### src/rtl/commu_pkg.sv
// Shared types and constants for the UART-frame to fx-bus bridge.
package commu_pkg;

  typedef enum logic [2:0] {
    S_IDLE,
    S_CMD,
    S_ADDR,
    S_LEN,
    S_WDATA,
    S_RD_ISSUE,
    S_RD_WAIT,
    S_RD_SEND
  } state_t;

  localparam logic [1:0] CMD_WR      = 2'b01;
  localparam logic [1:0] CMD_RD      = 2'b10;
  localparam int         CMD_FIX_BIT = 7;
  localparam logic [7:0] HDR_DEF     = 8'hA5;
  localparam logic [7:0] RSP_TAG_DEF = 8'hC3;

  function automatic logic [7:0] sat_inc8(input logic [7:0] v);
    return (v == 8'hFF) ? v : v + 8'd1;
  endfunction

endpackage

### src/rtl/commu_tx_arb.sv
// Shared 16-bit tx channel owner: one word in flight, read responses beat pkg uploads.
module commu_tx_arb
  import commu_pkg::*;
(
  input  logic        clk_sys,
  input  logic        rst,
  input  logic        rsp_req,
  input  logic [15:0] rsp_data,
  output logic        rsp_ack,
  input  logic        pkg_vld,
  input  logic [15:0] pkg_d,
  output logic        pkg_done,
  output logic [15:0] tx_data,
  output logic        tx_vld,
  input  logic        tx_done
);

  logic        r_busy;
  logic        r_own_rsp;
  logic        r_tx_vld;
  logic [15:0] r_tx_data;

  always_ff @(posedge clk_sys or posedge rst) begin
    if (rst) begin
      r_busy    <= 1'b0;
      r_own_rsp <= 1'b0;
      r_tx_vld  <= 1'b0;
      r_tx_data <= 16'h0;
    end else begin
      r_tx_vld <= 1'b0;
      // busy still reads 1 in the tx_done cycle, so a new launch lands one cycle later
      if (r_busy) begin
        if (tx_done) r_busy <= 1'b0;
      end else if (rsp_req) begin
        r_busy    <= 1'b1;
        r_own_rsp <= 1'b1;
        r_tx_vld  <= 1'b1;
        r_tx_data <= rsp_data;
      end else if (pkg_vld) begin
        r_busy    <= 1'b1;
        r_own_rsp <= 1'b0;
        r_tx_vld  <= 1'b1;
        r_tx_data <= pkg_d;
      end
    end
  end

  assign rsp_ack  = r_busy & tx_done & r_own_rsp;
  assign pkg_done = r_busy & tx_done & ~r_own_rsp;
  assign tx_vld   = r_tx_vld;
  assign tx_data  = r_tx_data;

endmodule

### src/rtl/commu_bridge.sv
// UART frame decoder driving the fx register bus, with paced read-back over the shared tx channel.
//   state      | meaning
//   S_IDLE     | hunting for the header byte
//   S_CMD      | expecting the command byte
//   S_ADDR     | collecting address bytes, MSB first
//   S_LEN      | expecting beat count minus one
//   S_WDATA    | one fx write per received data byte
//   S_RD_ISSUE | pulse fx_rd for the current beat
//   S_RD_WAIT  | wait out the read latency, capture fx_q
//   S_RD_SEND  | response word queued/in flight on tx
module commu_bridge
  import commu_pkg::*;
#(
  parameter int         AW         = 22,
  parameter int         ADDR_BYTES = 3,
  parameter int         RD_LAT     = 1,
  parameter int         TIMEOUT_US = 2000,
  parameter logic [7:0] HDR        = HDR_DEF,
  parameter logic [7:0] RSP_TAG    = RSP_TAG_DEF
) (
  input  logic          clk_sys,
  input  logic          rst,
  input  logic          pluse_us,
  input  logic [7:0]    rx_data,
  input  logic          rx_vld,
  output logic [15:0]   tx_data,
  output logic          tx_vld,
  input  logic          tx_done,
  output logic [AW-1:0] fx_waddr,
  output logic          fx_wr,
  output logic [7:0]    fx_data,
  output logic          fx_rd,
  output logic [AW-1:0] fx_raddr,
  input  logic [7:0]    fx_q,
  input  logic [15:0]   pkg_d,
  input  logic          pkg_vld,
  output logic          pkg_done,
  output logic [7:0]    err_cnt
);

  localparam int AB_W = 8 * ADDR_BYTES;
  localparam int ACW  = (ADDR_BYTES > 1) ? $clog2(ADDR_BYTES) : 1;
  localparam int GW   = $clog2(TIMEOUT_US + 1);

  state_t          r_state, w_state_nxt;
  logic            r_is_rd, r_fix;
  logic [ACW-1:0]  r_abyte;
  logic [AB_W-1:0] r_addr_acc;
  logic [AW-1:0]   r_addr;
  logic [7:0]      r_beats;
  logic [2:0]      r_lat;
  logic [GW-1:0]   r_gap;
  logic [7:0]      r_rsp_byte;
  logic [7:0]      r_err_cnt;
  logic            r_fx_wr, r_fx_rd;
  logic [AW-1:0]   r_fx_waddr, r_fx_raddr;
  logic [7:0]      r_fx_data;

  logic w_in_frame, w_tmo, w_abort, w_ld_cmd, w_shift_addr, w_ld_len;
  logic w_wr_beat, w_issue, w_capture, w_next_beat, w_rsp_req, w_rsp_ack;

  assign w_in_frame = (r_state == S_CMD) || (r_state == S_ADDR) ||
                      (r_state == S_LEN) || (r_state == S_WDATA);
  assign w_tmo      = w_in_frame && (r_gap == '0);

  always_ff @(posedge clk_sys or posedge rst) begin
    if (rst) r_state <= S_IDLE;
    else     r_state <= w_state_nxt;
  end

  always_comb begin
    w_state_nxt  = r_state;
    w_abort      = 1'b0;
    w_ld_cmd     = 1'b0;
    w_shift_addr = 1'b0;
    w_ld_len     = 1'b0;
    w_wr_beat    = 1'b0;
    w_issue      = 1'b0;
    w_capture    = 1'b0;
    w_next_beat  = 1'b0;
    w_rsp_req    = 1'b0;
    case (r_state)
      S_IDLE: if (rx_vld && rx_data == HDR) w_state_nxt = S_CMD;
      S_CMD: begin
        if (w_tmo) w_abort = 1'b1;
        else if (rx_vld) begin
          if (rx_data[1:0] == CMD_WR || rx_data[1:0] == CMD_RD) begin
            w_ld_cmd    = 1'b1;
            w_state_nxt = S_ADDR;
          end else w_abort = 1'b1;
        end
      end
      S_ADDR: begin
        if (w_tmo) w_abort = 1'b1;
        else if (rx_vld) begin
          w_shift_addr = 1'b1;
          if (r_abyte == '0) w_state_nxt = S_LEN;
        end
      end
      S_LEN: begin
        if (w_tmo) w_abort = 1'b1;
        else if (rx_vld) begin
          w_ld_len    = 1'b1;
          w_state_nxt = r_is_rd ? S_RD_ISSUE : S_WDATA;
        end
      end
      S_WDATA: begin
        if (w_tmo) w_abort = 1'b1;
        else if (rx_vld) begin
          w_wr_beat = 1'b1;
          if (r_beats == 8'd0) w_state_nxt = S_IDLE;
        end
      end
      S_RD_ISSUE: begin
        w_issue     = 1'b1;
        w_state_nxt = S_RD_WAIT;
      end
      S_RD_WAIT: begin
        if (r_lat == 3'd0) begin
          w_capture   = 1'b1;
          w_state_nxt = S_RD_SEND;
        end
      end
      S_RD_SEND: begin
        w_rsp_req = 1'b1;
        if (w_rsp_ack) begin
          w_next_beat = 1'b1;
          w_state_nxt = (r_beats == 8'd0) ? S_IDLE : S_RD_ISSUE;
        end
      end
      default: w_state_nxt = S_IDLE;
    endcase
    if (w_abort) w_state_nxt = S_IDLE;
  end

  always_ff @(posedge clk_sys or posedge rst) begin
    if (rst) begin
      r_is_rd    <= 1'b0;
      r_fix      <= 1'b0;
      r_abyte    <= '0;
      r_addr_acc <= '0;
      r_addr     <= '0;
      r_beats    <= 8'd0;
      r_lat      <= 3'd0;
      r_gap      <= GW'(TIMEOUT_US);
      r_rsp_byte <= 8'd0;
      r_err_cnt  <= 8'd0;
      r_fx_wr    <= 1'b0;
      r_fx_rd    <= 1'b0;
      r_fx_waddr <= '0;
      r_fx_raddr <= '0;
      r_fx_data  <= 8'd0;
    end else begin
      r_fx_wr <= 1'b0;
      r_fx_rd <= 1'b0;
      if (w_ld_cmd) begin
        r_is_rd <= (rx_data[1:0] == CMD_RD);
        r_fix   <= rx_data[CMD_FIX_BIT];
        r_abyte <= ACW'(ADDR_BYTES - 1);
      end
      if (w_shift_addr) begin
        r_addr_acc <= (r_addr_acc << 8) | AB_W'(rx_data);
        r_abyte    <= r_abyte - 1'b1;
      end
      if (w_ld_len) begin
        r_beats <= rx_data;
        r_addr  <= r_addr_acc[AW-1:0];
      end
      if (w_wr_beat) begin
        r_fx_wr    <= 1'b1;
        r_fx_waddr <= r_addr;
        r_fx_data  <= rx_data;
      end
      if (w_wr_beat || w_next_beat) begin
        r_beats <= r_beats - 8'd1;
        if (!r_fix) r_addr <= r_addr + 1'b1;
      end
      if (w_issue) begin
        r_fx_rd    <= 1'b1;
        r_fx_raddr <= r_addr;
        r_lat      <= 3'(RD_LAT);
      end else if (r_state == S_RD_WAIT && r_lat != 3'd0) begin
        r_lat <= r_lat - 3'd1;
      end
      if (w_capture) r_rsp_byte <= fx_q;
      if (w_abort) r_err_cnt <= sat_inc8(r_err_cnt);
      // down-counter of idle microseconds left before the frame is abandoned
      if (!w_in_frame || rx_vld) r_gap <= GW'(TIMEOUT_US);
      else if (pluse_us && r_gap != '0) r_gap <= r_gap - 1'b1;
    end
  end

  commu_tx_arb u_tx_arb (
    .clk_sys  (clk_sys),
    .rst      (rst),
    .rsp_req  (w_rsp_req),
    .rsp_data ({RSP_TAG, r_rsp_byte}),
    .rsp_ack  (w_rsp_ack),
    .pkg_vld  (pkg_vld),
    .pkg_d    (pkg_d),
    .pkg_done (pkg_done),
    .tx_data  (tx_data),
    .tx_vld   (tx_vld),
    .tx_done  (tx_done)
  );

  assign fx_wr    = r_fx_wr;
  assign fx_rd    = r_fx_rd;
  assign fx_waddr = r_fx_waddr;
  assign fx_raddr = r_fx_raddr;
  assign fx_data  = r_fx_data;
  assign err_cnt  = r_err_cnt;

endmodule

### config.mk
export PLATFORM = sky130hd
export DESIGN_NAME = commu_bridge
export DESIGN_NICKNAME = d
export VERILOG_FILES = /design/src/rtl/commu_pkg.sv /design/src/rtl/commu_tx_arb.sv /design/src/rtl/commu_bridge.sv
export SDC_FILE = /design/constraint.sdc
export NUM_CORES = 1
export LEC_CHECK = 0
export CAP_MARGIN = 5
export CORE_MARGIN = 5
export CORE_UTILIZATION = 58
export CTS_CLUSTER_DIAMETER = 50
export CTS_CLUSTER_SIZE = 30
export DETAILED_ROUTE_END_ITERATION = 16
export GPL_ROUTABILITY_DRIVEN = 0
export PLACE_DENSITY = 0.86
export SLEW_MARGIN = 20
export SYNTH_ARGS = -nofsm -noshare
export SYNTH_HDL_FRONTEND = slang
export SYNTH_SLANG_ARGS = --single-unit
### constraint.sdc
create_clock -name clk_sys -period 15.85 [get_ports clk_sys]
set_input_delay 3.17 -clock clk_sys [delete_from_list [all_inputs] [get_ports clk_sys]]
set_output_delay 3.17 -clock clk_sys [all_outputs]
set_load 0.005 [all_outputs]
### Word level (Yosys, flattened, before mapping)

Cells that the tools add are included.
W data, S select, Z words.

| word-level totals | value |
|---|---|
| output and inout bits | 80 |
| bits in registers | 162 |
| word-level logic and storage cells | 145 |
| input bits | 38 |

| operators by class | value |
|---|---|
| mux-type cells | 60 |
| bitwise logic cells | 7 |
| reduce and logical (&&, ||, !) cells | 27 |
| $add $sub $neg | 6 |
| equal/unequal tests | 25 |

Operators with widths:

| cell | count |
|---|---|
| $mux W22 | 3 |
| $mux W3 | 18 |
| $mux W16 | 2 |
| $ne A3 B3 Y1 const B | 10 |
| $mux W1 | 29 |
| $pmux W3 S8 | 1 |
| $add A22 B1 Y22 const B | 1 |
| $mux W11 | 2 |
| $or A22 B8 Y22 | 1 |
| $eq A8 B8 Y1 const B | 2 |
| $mux W8 | 2 |
| $reduce_and A14 Y1 | 1 |
| $eq A3 B3 Y1 const B | 4 |
| $ne A3 B2 Y1 const B | 4 |
| $logic_not A11 Y1 | 1 |
| $reduce_bool A11 Y1 | 1 |
| $sub A11 B1 Y11 const B | 1 |
| $reduce_bool A2 Y1 | 5 |
| $add A8 B1 Y8 const B | 1 |
| $logic_not A8 Y1 | 1 |
| $sub A8 B1 Y8 const B | 1 |
| $eq A3 B2 Y1 const B | 2 |
| $logic_not A3 Y1 | 2 |
| $logic_or A1 B1 Y1 | 6 |
| 15 further kinds | 24 |

### Depth between registers and ports, before layout

| logic depth | value |
|---|---|
| depth in word-level cells | 10 |
| mapped depth | 10 |
| gate-level depth less buffers | 8 |

### Cells and area by module

A second synthesis with hierarchy kept.

| second synthesis, totals | value |
|---|---|
| cell total of the unflattened synthesis | 686 |
| area, all modules | 7,658.6 µm² |

Modules (own cells, without submodules):

| module | cells each | times used | area each (µm²) | sequential area each (µm²) |
|---|---|---|---|---|
| commu_bridge | 597 | 1 | 6,745.2 | 3,585.9 |
| commu_tx_arb | 89 | 1 | 913.4 | 475.5 |

### Least setup slack after synthesis

No wires, ideal clock.

| path | value |
|---|---|
| path kind | input to output |
| start point | input port tx_done |
| end point | output port pkg_done |
| stages | 2 |
| path buffers | 0 |
| data arrival time | 3,302 ps |
| slack | 9,378 ps |
| data required time | 12,680 ps |
| path through | nand2_1 > nor2_1 |

| on the way | value |
|---|---|
| cells in the longest elaborated chain, start to end | 2 |

RTL lines:

| element | RTL line | text |
|---|---|---|
| start: declaration | commu_bridge.sv:28 | `input logic tx_done,` |
| $and A1 B1 Y1 (2 in series) | commu_tx_arb.sv:49 | `assign pkg_done = r_busy & tx_done & ~r_own_rsp;` |
| end: declaration | commu_bridge.sv:37 | `output logic pkg_done,` |

Every way passes these cells.

### Final worst setup path

Ends and elaborated chain as after synthesis.

==> metrics.sh <==
SETUP_VIOL=0
DRT_WL_TOTAL_UM=18200
FP.DIEAREA_UM2=15400
POWER.NET_SWITCHING_mW=0.398
POST_CTS_RESIZED=0
SYN2LAYOUT_AREA_GROWTH_PCT=23.9
DRV_CAP=0
FINALHOLDVIOLATIONS=0
DIE_Y_UM=124
POSTSYNTHREGISTERBITS=162
RRSETUPSLACK_NS=12.26
CTS_INSERTED_BUFFERS=17
SHARE_OF_SYNTHESIZED_AREA_OCCUPIED_BY_FLIP_FLOPS_AND_LATCHES_PCT=53.8
SYNTHTOPCELLSBYCOUNT='156 x sky130_fd_sc_hd__dfrtp_1, 140 x sky130_fd_sc_hd__nand2_1, 53 x sky130_fd_sc_hd__mux2_2'
YOSYS_WARNINGS=0
POWER.LEAKAGE_nW=4.28
DR_TOTAL_VIAS=6067
NETS=879
INT_POWER_mW=0.919
CRIT_END='pkg_done'
FINALMAXSLEWVIOLATIONS=0
TRITONCTS_NUM_SINKS=162
POST-CTS-SETUP-BUFFERS=0
FINAL.HOLD.WORST_SLACK_NS=0.473
GLOBAL_ROUTE_WIRE_LENGTH_BEFORE_REPAIR_UM=30200
MAPPEDNETLISTAREA_UM2=7560
CTSROOTBUFFERMASTER='sky130_fd_sc_hd__clkbuf_16'
LAYOUT-DRIVE-GT1-SHARE_PCT=13.4
DRTITER0DRC=565
CRITICAL_PATH.REG2REG.STARTPOINT='r_gap[0]'
VIAS_PER_CELL=5.99
SETUP.WORST_PATH.START_CLASS='primary input'
VIAS_IN_THE_FIRST_GLOBAL_ROUTE=6070
SHARE_CLK_OF_TOTAL_POWER_PCT=29.4
WORST_IR_DROP_VDD_V=0.0000913
ANTENNA_FOUND_INITIAL=0
MAX_STAGE_DELAY_NS=0.51
WORST_SLEW_PIN_SLEW_NS=1.06
ARRIVAL_NS=4.35
CTS_TREE='done'
COMB_POWER_SHARE_PCT=27.6
PLACE.PORT_BUFFERS=117
SYNTHDOMINANTAREACELLTYPE='sky130_fd_sc_hd__dfrtp_1'
CTS_HTREE_LEVELS=4
CLK_TRANSITION_REPORTED_PATHS_NS=0.06
SYN_AVG_CELL_AREA_UM2=10.3
SYN_INST=733
PROPORTION_OF_REGISTER_BITS_WITH_ASYNCHRONOUS_SET_OR_RESET_AFTER_SYNTHESIS_PCT=100
DRT_PASS1_ITERATIONS=7
HOLD_PATH_CLASS='reg -> reg'
CRITPATHMAXFANOUT=3
WL_PER_CELL_UM=18.0
WORST_SETUP_PATH_END_KIND='output pin'
FMAX_GHz=0.133
PRIMARY_FLIP_FLOP_CELL_CHOSEN_BY_SYNTHESIS_MAPPING='sky130_fd_sc_hd__dfrtp_1'
POSTPLACECELLAREA_UM2=8800
HOLD_BUFFERS=0
SYNTH.TOP_CELLS.BY_AREA='sky130_fd_sc_hd__dfrtp_1 52%, sky130_fd_sc_hd__mux2_2 7.9%, sky130_fd_sc_hd__nand2_1 7.0%'
CLOCK_SKEW_NS=0.00614
COUNT_OF_FLIP_FLOPS_WITH_A_BUILT_IN_ENABLE_AFTER_SYNTHESIS=0
START_UTIL_PCT=59.4
RSZ_0062_RAISED_AFTER_GLOBAL_ROUTING='no'
OVERFLOW=0
FINALCRITPERIODSHARE_PCT=47.4
SETUP_TNS_AFTER_FINAL_LAYOUT_NS=0
POST-SYNTH-TOP-COUNT-CELL='sky130_fd_sc_hd__dfrtp_1'
CLKLATENCYLATEPIN_NS=0.42
POST_DETAILED_PLACEMENT_HALF_PERIMETER_WIRELENGTH_UM=12500
GROUTE.USAGE.OVERALL_PCT=25.0
ROUTE.ANTENNA.REMAINING_NETS=0
DESIGN_AREA_UM2=9360
RESULT_OF_THE_RUN='finished, final reports clean'
POWER.SEQUENTIAL.FRACTION_PCT=43.0
WORSTSETUPSTARTPOINT='tx_done'
CORE.ROWCOUNT=41
CRIT_TYPE='in -> out'
CRIT_PATH_TOP_DELAY_CELL='sky130_fd_sc_hd__clkdlybuf4s50_1'
SWITCHING_SHARE_PCT=30.2
SYNTH.NET_COUNT=782
INSERTEDDIODECOUNT=0
IO-PIN-COUNT=118
FLOORPLAN.DIE.WIDTH_UM=124
DETAIL_ROUTE.DRC_VIOLATIONS=0
WORST_SLEW_MARGIN_REL_PCT=29.1
CRIT_PATH_CELL_TRACE='clkdlybuf4s50_1, nand2_1, nor2_1, clkdlybuf4s50_1'
POWER_DENSITY_nW_PER_UM2=141
MOST_COMMON_CELL_ON_CRIT_PATH='sky130_fd_sc_hd__clkdlybuf4s50_1'
CLOCKBUFFERDEPTH=2
MIN_PERIOD_NS=7.52
REGTOREGENDPOINT='r_addr[9]'
TIMING.CRITICAL_PATH.REQUIRED_NS=12.68
WORST_R2R_PATH_DEPTH=9
DESIGN.CORE.AREA_UM2=12700
SYNTH_LARGEST_TYPE_AREA_FRACTION_PCT=51.7
LARGEST_NET_DEGREE_AT_THE_START_OF_GLOBAL_ROUTING=87
POST_SYNTH_NUM_CELL_TYPES=69
==> kinds of logic (layout without fill, tap and decap cells) <==
family | after synthesis | count (layout) | synth area share [%]
xor gates and xnor gates | 16 | 16 | 1.85
AOI/OAI and AO/OA | 137 | 137 | 12.7
buffers and inverters | 67 | 175 | 3.69
DFF | 162 | 162 | 53.8
and+or+nand+nor | 277 | 277 | 16.9
adders and majority gates | 12 | 12 | 1.95
muxes | 62 | 62 | 9.09
==> flip-flops by register name, summed over array words and instances (netlist names), 2 cells and up <==
signal	flops
u_tx_arb.tx_data	16
r_lat	3
r_beats	8
r_addr	22
r_state	3
fx_raddr	22
r_addr_acc	22
r_abyte	2
fx_data	8
fx_waddr	22
err_cnt	8
r_rsp_byte	8
r_gap	11
==> metrics by stage <==
stage | setup slack (ns) | util (%) | total power [mW] | instances
floorplan | 8.31 | - | 0.764 | 733
global placement | 8.38 | 69.1 | 0.907 | 983
detailed placement | 8.33 | 69.1 | 0.934 | 983
CTS | 8.33 | 73.5 | 1.32 | 1013
global route | 8.29 | 73.6 | 1.39 | 1013
finish | 8.33 | 73.6 | 1.32 | 1013
==> placed cells by master, fill, tap and decap left out, types with 21 or more instances in the layout <==
master | synthesis | routed
sky130_fd_sc_hd__a21oi_1 | 21 | 21
sky130_fd_sc_hd__nor2_1 | 47 | 47
sky130_fd_sc_hd__o21ai_0 | 33 | 32
sky130_fd_sc_hd__inv_1 | 23 | 22
sky130_fd_sc_hd__nand2_1 | 140 | 140
sky130_fd_sc_hd__nor3_1 | 22 | 22
sky130_fd_sc_hd__dfrtp_1 | 156 | 156
sky130_fd_sc_hd__clkdlybuf4s50_1 | 0 | 117
sky130_fd_sc_hd__mux2_2 | 53 | 53
==> power by group through the flow <==
| stage | clock network (mW) | registers [mW] | logic, mW |
|---|---|---|---|
| global placement | 0 | 0.563 | 0.344 |
| detailed placement | 0 | 0.570 | 0.363 |
| finish | 0.388 | 0.566 | 0.363 |
| floorplan | 0 | 0.549 | 0.215 |
| CTS | 0.392 | 0.565 | 0.366 |
| global route | 0.409 | 0.577 | 0.403 |
==> worst min-delay path by stage <==
stage	from	end	slack, ns	cells after the start
2_1_floorplan	u_tx_arb.r_own_rsp	u_tx_arb.r_own_rsp	0.47	2
3_3_place_gp	fx_waddr[12]	fx_waddr[12]	0.46	2
3_5_place_dp	fx_waddr[10]	fx_waddr[10]	0.46	2
4_1_cts	fx_waddr[10]	fx_waddr[10]	0.48	2
5_1_grt	fx_waddr[15]	fx_waddr[15]	0.50	2
6_report	fx_waddr[10]	fx_waddr[10]	0.47	2
==> per-layer routing <==
layer	global-route usage [%]	share of wire (%)	routed length (µm)	vias to the layer above
li1	-	-	-	2793
met1	33.7	42	7740	2978
met2	41.5	50	9050	267
met3	4.27	6.3	1150	29
met4	8.35	1.6	298	0
met5	0	0	0	-
==> critical path, delay by kind of cell <==
family                 cells  cell delay [ns]
buffers and inverters      2             1.01
AND/OR/NAND/NOR            2             0.16
==> layout make-up <==
type	count	area [µm²]
Tap cell	172	215
Timing Repair Buffer	121	1200
Sequential cell	162	4060
Clock buffer	26	509
Clock inverter	4	48.8
Multi-Input combinational cell	504	3230
Fill cell	881	3360
Inverter	24	95.1
Note: power is estimated with default switching activity, not from simulation.
==> RTL edit 1 (same flow settings) <==
`ADDR_BYTES`: 3 -> 6.
--- a/src/rtl/commu_bridge.sv
+++ b/src/rtl/commu_bridge.sv
@@ -12,7 +12,7 @@
   import commu_pkg::*;
 #(
   parameter int         AW         = 22,
-  parameter int         ADDR_BYTES = 3,
+  parameter int         ADDR_BYTES = 6,
   parameter int         RD_LAT     = 1,
   parameter int         TIMEOUT_US = 2000,
   parameter logic [7:0] HDR        = HDR_DEF,
Function: changed (Yosys sat finds a counterexample within 10 cycles, from zero or initial values and one cycle with rst high).
==> RTL edit 1 against the original RTL <==
Wire length rose by 2.7%. Clock skew rose by 0.0021 ns. Final area rose by 0.72%. Area after synthesis rose by 0.17%. Worst setup slack improved by 0.013 ns. Sequential share of layout area barely moved. Critical path depth did not move. Core utilization rose by 0.53 points. Total power rose by 45%. Count of clock-buffer cells in the layout fell by 2. Sequential power rose by 37%. Die area rose by 0.15%. Sequential cell count rose by 1. Critical path type unchanged. Critical endpoint unchanged. Largest cell class unchanged. Largest power group unchanged.
==> RTL edit 1: results (changes against the original RTL) <==
pin count of the biggest net entering global routing 97 (+11%); GRT Overall Usage 24.9% (-0.16 points); synth cell count leaders dfrtp_1 (157), mux2_2 (78), nand2_1 (56); layout cells sized above 1 17.7% (+4.3 points); Lkg Pwr 3.93 nW (-8.1%); Worst-Skew Late Latency 0.43 ns; drt total wl 18700 µm (+2.7%); register area share after synthesis 54.0% (+0.24 points); Final HPWL DP 12700 µm (+1.7%); dpl cells 925 (-5.9%); hold crit path type reg -> reg; DR pass1 iterations 6 (-1); nets 822 (-6.5%); first-pass GRT wire length 31600 µm (+4.3%); Crit path max-delay family buffers and inverters; Avg WL per Cell 19.6 µm (+8.7%); Worst slew margin 33.7% (+4.6 points); worst endpoint data arrival time 4.33 ns (-0.02 ns); Distinct cells, synth 72 (+4.3%); DRT iter0 DRCs 655 (+16%); async set-reset flop share out of synthesis 100% (unchanged); Synthesized Nets 715 (-8.6%); post-cts repair resize count 0 (unchanged); outcome finished clean; Max stage delay cell, worst path clkdlybuf4s50_1; Post-CTS Setup Bufs 0 (unchanged); CP peak stage delay 0.51 ns (about the same); cell count after synthesis 665 (-9.3%); vias in the first global route 6131 (+1.0%); Ys Warns 0 (unchanged); initial antenna violation count 0 (unchanged); CTS root buffer clkbuf_16; PortBufs 117 (unchanged); fillcell total 868 (-1.5%); top post-synthesis cells by area dfrtp_1 (52%), mux2_2 (12%), nand2_1 (2.8%), o21ai_0 (2.5%), dfstp_2 (2.1%); H-tree depth 4 (unchanged); vias per cell 6.15 (+2.7%); clock buffer count from CTS 17 (unchanged); Clock Skews 0.00820 ns (+0.00205 ns); VDD IR max 0.0000858 V (-6.0%)
[RTL edit 1: cell types whose count changed after synthesis, sizes merged, moves of 6 or more]
cell,unedited run,this run
nand2b,2,8
a211oi,18,8
clkbuf,26,15
nor3,23,10
nand3,12,24
mux2,53,78
o21ai,34,40
nand2,140,56
[RTL edit 1: kinds of logic after synthesis]
kind of cell | count (synthesis) | share of synthesized area (%)
mux | 87 | 12.8
buf+inv | 59 | 3.62
flops | 163 | 54.0
fa+ha+maj | 12 | 1.98
compound gates | 138 | 13.4
xor+xnor | 13 | 1.50
simple gates | 193 | 12.7
[RTL edit 1: final cells by class]
| cell class | count | share of cell area, % |
|---|---|---|
| tap | 172 | 2.28 |
| inverter | 27 | 1.13 |
| clock buffer | 24 | 5.11 |
| clock inverter | 8 | 1.34 |
| sequential | 163 | 43.3 |
| multi-input combinational | 443 | 34.2 |
| timing repair buffer | 120 | 12.7 |
[RTL edit 1: final timing paths]
check                               startpoint                  end  slack (ns)  depth (start not counted)
setup / recovery                       tx_done             pkg_done        8.35                          4
hold / removal             u_tx_arb.tx_data[8]  u_tx_arb.tx_data[8]        0.49                          2
hold reg to reg            u_tx_arb.tx_data[8]  u_tx_arb.tx_data[8]        0.49                          2
setup reg to reg                    r_state[2]            r_addr[9]       12.48                          5
min in group asynchronous                  rst           fx_data[3]        3.30                          2
max in group asynchronous                  rst                fx_rd       11.20                          3
[RTL edit 1: per-layer routing]
| metal | track usage (%) | share of wire (%) | vias to the layer above |
|---|---|---|---|
| li1 | - | - | 2643 |
| met1 | 32.2 | 41 | 2940 |
| met2 | 40.6 | 50 | 271 |
| met3 | 6.82 | 7.0 | 34 |
| met4 | 8.25 | 1.9 | 0 |
| met5 | 0 | 0 | - |
[RTL edit 1: report_power, final]
group / total, mW / switching, mW / internal, mW
clock: 0.421 / 0.160 / 0.260
combinational: 0.711 / 0.317 / 0.394
sequential: 0.773 / 0.168 / 0.605
[RTL edit 1: tightest hold or removal path, stage by stage (launching register included)]
cell and delay [ns]:
dfrtp_1 0.34, nand2_1 0.04, o21ai_0 0.06
[RTL edit 1: stage by stage]
stage	utilization [%]	power, mW	hold WS, ns	worst slack [ns]	cell area (µm²)
3_3_place_gp	69.3	1.42	0.460	8.38	8810
5_1_grt	74.1	2.02	0.515	8.31	9430
2_1_floorplan	-	1.14	0.470	8.28	7570
3_5_place_dp	69.3	1.48	0.469	8.34	8810
6_report	74.1	1.90	0.486	8.35	9430
4_1_cts	74.1	1.91	0.495	8.34	9420
==> RTL edit 2 (same settings) <==
Without the edit above. Add an input register stage for `pkg_d`; this delays it by one clock. The other inputs are not delayed to match.
--- a/src/rtl/commu_bridge.sv
+++ b/src/rtl/commu_bridge.sv
@@ -42,6 +42,12 @@
   localparam int ACW  = (ADDR_BYTES > 1) ? $clog2(ADDR_BYTES) : 1;
   localparam int GW   = $clog2(TIMEOUT_US + 1);
 
+  logic [15:0] pkg_d_q;
+
+  always_ff @(posedge clk_sys) begin
+    pkg_d_q <= pkg_d;
+  end
+
   state_t          r_state, w_state_nxt;
   logic            r_is_rd, r_fix;
   logic [ACW-1:0]  r_abyte;
@@ -197,7 +203,7 @@
     .rsp_data ({RSP_TAG, r_rsp_byte}),
     .rsp_ack  (w_rsp_ack),
     .pkg_vld  (pkg_vld),
-    .pkg_d    (pkg_d),
+    .pkg_d    (pkg_d_q),
     .pkg_done (pkg_done),
     .tx_data  (tx_data),
     .tx_vld   (tx_vld),
Check against the original RTL: not equivalent (Yosys sat finds a counterexample within 4 cycles, from zero or initial values and one cycle with rst high).
==> RTL edit 2 against the original RTL <==
Total power grew 33%. Sequential cell count is 16 higher. Synthesized cell count is 1.5% lower. Fmax increased by 0.56%. Clock skew about the same. Area after synthesis up 2.5%. Worst setup slack improved by 0.042 ns. Wire length fell by 0.66%. Final area rose by 2.4%. Register-to-register slack better by 0.42 ns. Core utilization down 0.93 points. Global-route usage is 1.3 points lower. Critical endpoint unchanged. Highest routed layer unchanged.
==> RTL edit 2: results (changes against the original RTL) <==
CP peak stage delay 0.50 ns; Avg WL per Cell 17.8 µm (-1.2%); GRT Overall Usage 23.7% (-1.3 points); Clock Skews 0.00661 ns (+0.000469 ns); CP startpoint tx_done; DR pass1 iterations 5 (-2); outcome finished clean; register area share after synthesis 56.6% (+2.8 points); flop2flop setup slack 12.68 ns (+0.42 ns); top post-synthesis cells by area dfrtp_1 (50%), mux2_2 (7.8%), nand2_1 (6.4%), dfxtp_1 (4.1%), nor2_1 (2.8%); hold crit path type reg -> reg; Max stage delay cell, worst path clkdlybuf4s50_1; DRT iter0 DRCs 483 (-15%); nets 883 (+0.46%); Crit path max-delay family buffers and inverters; worst-margin pin slew 1.01 ns (-0.0518 ns); # setup viols final 0 (unchanged); Post-CTS Setup Bufs 0 (unchanged); Via Count 5952 (-1.9%); worst-case reg-to-reg path depth 9 (unchanged); Ys Warns 0 (unchanged); VDD IR max 0.0000956 V (+4.7%); H-tree depth 4 (unchanged); vias per cell 5.85 (-2.4%); Worst-Skew Late Latency 0.43 ns; post-cts repair resize count 0 (unchanged); first-pass GRT wire length 30300 µm (+0.32%); worst endpoint data arrival time 4.30 ns (-0.05 ns); PortBufs 117 (unchanged); Lkg Pwr 4.17 nW (-2.5%); hold path depth 2 (unchanged); pre-CTS setup slack 8.37 ns (+0.0405 ns); Distinct cells, synth 67 (-2.9%); Synthesized Nets 774 (-1.0%); Ant. Diodes 0 (unchanged); Worst Setup EP pkg_done; placed cell area 0.00904 mm² (+2.7%); hold_sp pkg_d_q[6]; Critical R2R Launch r_gap[0]; Max Buffers Root-to-Sink 2 (unchanged); layout cells sized above 1 13.4% (-0.016 points); mean post-synth cell area 10.7 µm² (+4.1%); clock-pin slew on the worst setup and hold paths 0.06 ns (about the same); Final HPWL DP 12600 µm (+0.93%); Worst Hold End u_tx_arb.tx_data[6]; clock buffer count from CTS 17 (unchanged); vias in the first global route 6111 (+0.68%); initial antenna violation count 0 (unchanged); pin count of the biggest net entering global routing 86 (-1.1%); async set-reset flop share out of synthesis 91.0% (-9.0 points); Critical R2R Capture r_addr[9]; worst-path fanout max 3 (unchanged); synth cell count leaders dfrtp_1 (156), nand2_1 (132), nor2_1 (58); Fin Hold WS 0.452 ns (-0.0213 ns); CTS root buffer clkbuf_16; dpl cells 987 (+0.41%); Tmin final 7.47 ns (-0.0417 ns)
[RTL edit 2: layout make-up]
class                           instances  area, µm²
Inverter                               27        109
Sequential cell                       178       4380
Clock buffer                           23        448
Timing Repair Buffer                  120       1210
Tap cell                              176        220
Multi-Input combinational cell        487       3150
Clock inverter                          7       62.6
Fill cell                             895       3600
[RTL edit 2: per-layer routing]
metal	global-route usage [%]	routed length (µm)	part of all wire (%)
met1	30.8	7690	42
met2	39.3	9070	50
met3	5.71	1090	6.0
met4	7.84	272	1.5
met5	0	0	0
[RTL edit 2: logic make-up after synthesis]
logic type,count (synthesis),share of synthesized area [%]
and+or+nand+nor,277,16.3
muxes,58,8.37
adders and majority gates,14,2.26
buffers and inverters,57,3.08
xor gates and xnor gates,19,2.15
DFF,178,56.6
AOI/OAI and AO/OA,119,11.2
[RTL edit 2: where the power goes]
group,internal [mW],switching [mW],total [mW]
Sequential,0.631,0.159,0.790
Combinational,0.333,0.255,0.588
Clock,0.213,0.163,0.376
